===== src/rtl/v_univ_reg.sv =====
// Multi-mode WIDTH-bit register: sync preset/clear, load, shift, rotate and up/down count.
// An asynchronous active-low reset forces RST_VAL; tc flags the cycle in which the next edge wraps the count.
module v_univ_reg #(
  parameter int              WIDTH   = 8,
  parameter logic [WIDTH-1:0] RST_VAL = '0
) (
  input  logic             clk,
  input  logic             rst_n,
  input  logic             pre,
  input  logic             clr,
  input  logic             en,
  input  logic [2:0]       mode,
  input  logic [WIDTH-1:0] d,
  input  logic             si_lsb,
  input  logic             si_msb,
  output logic [WIDTH-1:0] q,
  output logic             so_msb,
  output logic             so_lsb,
  output logic             tc
);

  localparam logic [2:0] MODE_HOLD = 3'b000;
  localparam logic [2:0] MODE_LOAD = 3'b001;
  localparam logic [2:0] MODE_SHL  = 3'b010;
  localparam logic [2:0] MODE_SHR  = 3'b011;
  localparam logic [2:0] MODE_ROL  = 3'b100;
  localparam logic [2:0] MODE_ROR  = 3'b101;
  localparam logic [2:0] MODE_INC  = 3'b110;
  localparam logic [2:0] MODE_DEC  = 3'b111;

  generate
    if (WIDTH < 2) begin : g_width_chk
      $error("v_univ_reg: WIDTH must be >= 2");
    end
  endgenerate

  logic [WIDTH-1:0] q_reg;
  logic [WIDTH-1:0] q_next;
  logic [WIDTH-1:0] shl_fill;
  logic [WIDTH-1:0] shr_fill;
  logic [WIDTH-1:0] rol_val;
  logic [WIDTH-1:0] ror_val;

  // Neighbour wiring for shift/rotate; only the end bits differ between the two variants.
  genvar gi;
  generate
    for (gi = 1; gi < WIDTH; gi++) begin : g_shl
      assign shl_fill[gi] = q_reg[gi-1];
      assign rol_val[gi]  = q_reg[gi-1];
    end
    for (gi = 0; gi < WIDTH - 1; gi++) begin : g_shr
      assign shr_fill[gi] = q_reg[gi+1];
      assign ror_val[gi]  = q_reg[gi+1];
    end
  endgenerate

  assign shl_fill[0]       = si_lsb;
  assign rol_val[0]        = q_reg[WIDTH-1];
  assign shr_fill[WIDTH-1] = si_msb;
  assign ror_val[WIDTH-1]  = q_reg[0];

  always_comb begin
    q_next = q_reg;
    if (pre) begin
      q_next = '1;
    end else if (clr) begin
      q_next = '0;
    end else if (en) begin
      case (mode)
        MODE_HOLD: q_next = q_reg;
        MODE_LOAD: q_next = d;
        MODE_SHL:  q_next = shl_fill;
        MODE_SHR:  q_next = shr_fill;
        MODE_ROL:  q_next = rol_val;
        MODE_ROR:  q_next = ror_val;
        MODE_INC:  q_next = q_reg + 1'b1;
        MODE_DEC:  q_next = q_reg - 1'b1;
        default:   q_next = q_reg;
      endcase
    end
  end

  always_ff @(posedge clk or negedge rst_n) begin
    if (!rst_n) begin
      q_reg <= RST_VAL;
    end else begin
      q_reg <= q_next;
    end
  end

  assign q      = q_reg;
  assign so_msb = q_reg[WIDTH-1];
  assign so_lsb = q_reg[0];
  assign tc     = en & ~pre & ~clr &
                  (((mode == MODE_INC) & (q_reg == '1)) |
                   ((mode == MODE_DEC) & (q_reg == '0)));

endmodule

===== config.mk =====
export PLATFORM = sky130hd
export DESIGN_NAME = v_univ_reg
export DESIGN_NICKNAME = d
export VERILOG_FILES = /design/src/rtl/v_univ_reg.sv
export SDC_FILE = /design/constraint.sdc
export NUM_CORES = 1
export LEC_CHECK = 0
export ABC_AREA = 1
export CORE_ASPECT_RATIO = 0.75
export CORE_MARGIN = 4
export CORE_UTILIZATION = 30
export DETAILED_ROUTE_END_ITERATION = 10
export SLEW_MARGIN = 20
export SYNTH_ARGS = -nofsm -noshare
export SYNTH_HDL_FRONTEND = slang
export SYNTH_SLANG_ARGS = --single-unit

===== constraint.sdc =====
create_clock -name clk -period 2.6 [get_ports clk]
set_input_delay 0.39 -clock clk [delete_from_list [all_inputs] [get_ports clk]]
set_output_delay 0.39 -clock clk [all_outputs]
set_load 0.01 [all_outputs]

==> flow_metrics.env <==
export IMPL_route_antenna_remaining_nets=0
export IMPL_routed_wl_um=3150
export IMPL_synthDistinctLibCells=31
export IMPL_dp_hpwl_um=2560
export IMPL_num_fill_cells=374
export IMPL_clock_sinks=8
export IMPL_synth_cells=180
export IMPL_dp_cells=247
export IMPL_cpPeakStageDelay_ns=0.55
export IMPL_r2r_start="q[1]"
export IMPL_path_delay_family="buffers and inverters"
export IMPL_yosysSeqAreaShare_pct=18.8
export IMPL_start_kind="input port"
export IMPL_multiInputGateArea_sq_um=713
export IMPL_total_leakage_power_nw=0.730
export IMPL_clk_latency_ns=0.23
export IMPL_postCtsHoldBufs=0
export IMPL_syn_cell_area_sq_mm=0.00107
export IMPL_fin_cells=250
export IMPL_rsz0062_at_grt="no"
export IMPL_crit_slowest_cell="clkdlybuf4s50_1"
export IMPL_hold_viol=0
export IMPL_path_clk_slew_ns=0.04
export IMPL_cts_made_buffers=3
export IMPL_synth_warnings=0
export IMPL_diodes=0
export IMPL_antenna_found_initial=0
export IMPL_clock_path_buffers=2
export IMPL_power_density_mw_per_mm2=375
export IMPL_die_h_um=59.7
export IMPL_min_period_ns=2.48
export IMPL_placed_cell_area_sq_mm=0.00139
export IMPL_place_congestion=0.846
export IMPL_finalInstanceArea_sq_mm=0.00143
export IMPL_final_layout_size_suffix_gt1_share_pct=10.5
export IMPL_worst_path_buf_inv=3
export IMPL_syn_mean_instance_area_sq_um=5.93
export IMPL_cts_setup_buffers=0
export IMPL_setup_viol=0
export IMPL_via_per_inst=4.94
export IMPL_min_period_over_period_pct=95.3
export IMPL_wl_per_cell_um=12.6
export IMPL_dieWidth_um=76.9
export IMPL_vias=1236
export IMPL_skew_ns=0.00523
export IMPL_die_area_sq_mm=0.00459
export IMPL_dr_pass1_iters=4
export IMPL_drt_initial_drc_count=132
export IMPL_layout_nets=231
export IMPL_crit_top_cell="clkdlybuf4s50_1"
export IMPL_grt_max_degree=10
export IMPL_track_usage_pct=14.4
export IMPL_grt_pass1_vias=1105
export IMPL_cp_end_kind="output port"
export IMPL_ctsHtreeMaxLevel=1
export IMPL_relSlewSlack_pct=73.8
export IMPL_critPathArrivalTime_ns=2.09
export IMPL_critical_path_required_ns=2.21
export IMPL_maxCapViolCount=0
export IMPL_syn_nets=199
export IMPL_syn_to_final_growth_pct=34.0
export IMPL_path_cells="clkdlybuf4s50_1 -> inv_1 -> nand3_1 -> or3_1 -> a21oi_1 -> clkdlybuf4s50_1"
export IMPL_rows=18
export IMPL_fmax_ghz=0.404
export IMPL_status="finished, final reports clean"
export IMPL_fin_tns_setup_ns=0
export IMPL_max_vdd_ir_drop_mv=0.237
export IMPL_largest_reg_flops=8
export IMPL_drv_slew=0
export IMPL_initial_utilization_pct=31.8
export IMPL_core_area_sq_mm=0.00336
export IMPL_worst_pin_slew_ns=0.392
export IMPL_startpoint="mode[0]"
export IMPL_worstSetupPathType="input port to output port"
export IMPL_cts_resized=0
export IMPL_root_buffer="clkbuf_8"
export IMPL_ios=29
export IMPL_cp_max_fo=4
export IMPL_synth_seq_cells=8
export IMPL_cts_tree="yes"
export IMPL_grt_pass1_wl_um=5220
export IMPL_hp_class="input port to async pin"
export IMPL_power_w=0.000536
export IMPL_seq_area_sq_um=200
export IMPL_drc_errors=0
export IMPL_grt_ovfl_total=0
export IMPL_port_buffers=28
-- worst reg2reg max path, cell delays in order, from the launching register on --
cell	delay [ns]
dfrtp_1	0.45
nand4_1	0.24
nand2_1	0.11
inv_1	0.04
ha_1	0.16
inv_1	0.07
nand2_1	0.05
nand3_1	0.11
o21ai_1	0.09
nand2_1	0.07
nand2_1	0.05
o21ai_1	0.18
nand2_1	0.07
nand2_1	0.06
-- report_power, final --
part           internal [W]  switching (W)
sequential         0.000136      0.0000206
combinational      0.000104       0.000127
clock              0.000100      0.0000490
-- final timing paths --
path	end	slack (ns)	depth (start not counted)
hold reg to reg	q[6]	0.73	4
setup / recovery	tc	0.12	6
max in group asynchronous	q[0]	1.87	1
hold / removal	q[5]	0.45	1
min in group clk	q[6]	0.73	4
setup reg to reg	q[4]	0.78	13
-- cells by family (layout without fill, tap and decap cells) --
logic type / Yosys count / after routing / share of synthesized area (%)
DFF: 8 / 8 / 18.8
buffers and inverters: 33 / 63 / 14.4
and+or+nand+nor: 110 / 110 / 48.5
adders and majority gates: 1 / 1 / 1.17
AOI/OAI and AO/OA: 28 / 28 / 17.1
-- layout make-up --
| type | count | share of cell area (%) |
|---|---|---|
| Multi-Input combinational cell | 139 | 49.9 |
| Timing Repair Buffer | 34 | 22.7 |
| Sequential cell | 8 | 14.0 |
| Inverter | 26 | 7.00 |
| Tap cell | 40 | 3.50 |
| Clock buffer | 3 | 2.89 |
-- through the flow --
stage,utilization (%),worst slack [ns],hold WS [ns]
after floorplan,-,0.903,0.0944
after global placement,41.4,0.139,0.703
after detailed placement,41.4,0.119,0.705
after CTS,42.6,0.118,0.459
after global routing,42.6,0.00237,0.473
final,42.6,0.122,0.451
-- cell usage after synthesis, drive strengths merged --
| library cell | count | share of area (%) |
|---|---|---|
| nor4 | 1 | 0.59 |
| o211ai | 1 | 0.70 |
| or2 | 2 | 1.2 |
| or3 | 1 | 0.59 |
| nand4 | 6 | 3.5 |
| inv | 26 | 9.4 |
| a41o | 1 | 0.94 |
| dfrtp | 8 | 19 |
| a21oi | 4 | 1.9 |
| nor2 | 15 | 6.8 |
| o221ai | 3 | 2.5 |
| nand3 | 21 | 11 |
| o21ai | 12 | 5.6 |
| ha | 1 | 1.2 |
| o21bai | 2 | 1.8 |
| clkbuf | 1 | 0.35 |
| nand2 | 64 | 25 |
| o22ai | 1 | 0.59 |
| a221oi | 3 | 2.5 |
| o31ai | 1 | 0.70 |
| buf | 6 | 4.7 |
-- cell usage in the layout, fill, tap and decap left out, types with 3 or more instances in the layout --
cell type        instances
nand2_1                 56
clkdlybuf4s50_1         28
inv_1                   25
nand3_1                 20
nor2_1                  14
o21ai_0                 10
dfrtp_1                  8
nand2_2                  7
nand4_1                  6
buf_4                    6
a21oi_1                  4
o221ai_1                 3
a221oi_1                 3
clkbuf_8                 3
-- layer usage --
metal	global-route usage, %	vias to the layer above	routed length, um
met4	3.10	0	25
li1	-	653	-
met5	0	-	0
met1	22.7	526	1680
met2	19.9	53	1210
met3	2.56	4	237
No activity file was read; power rests on OpenSTA's default activity.
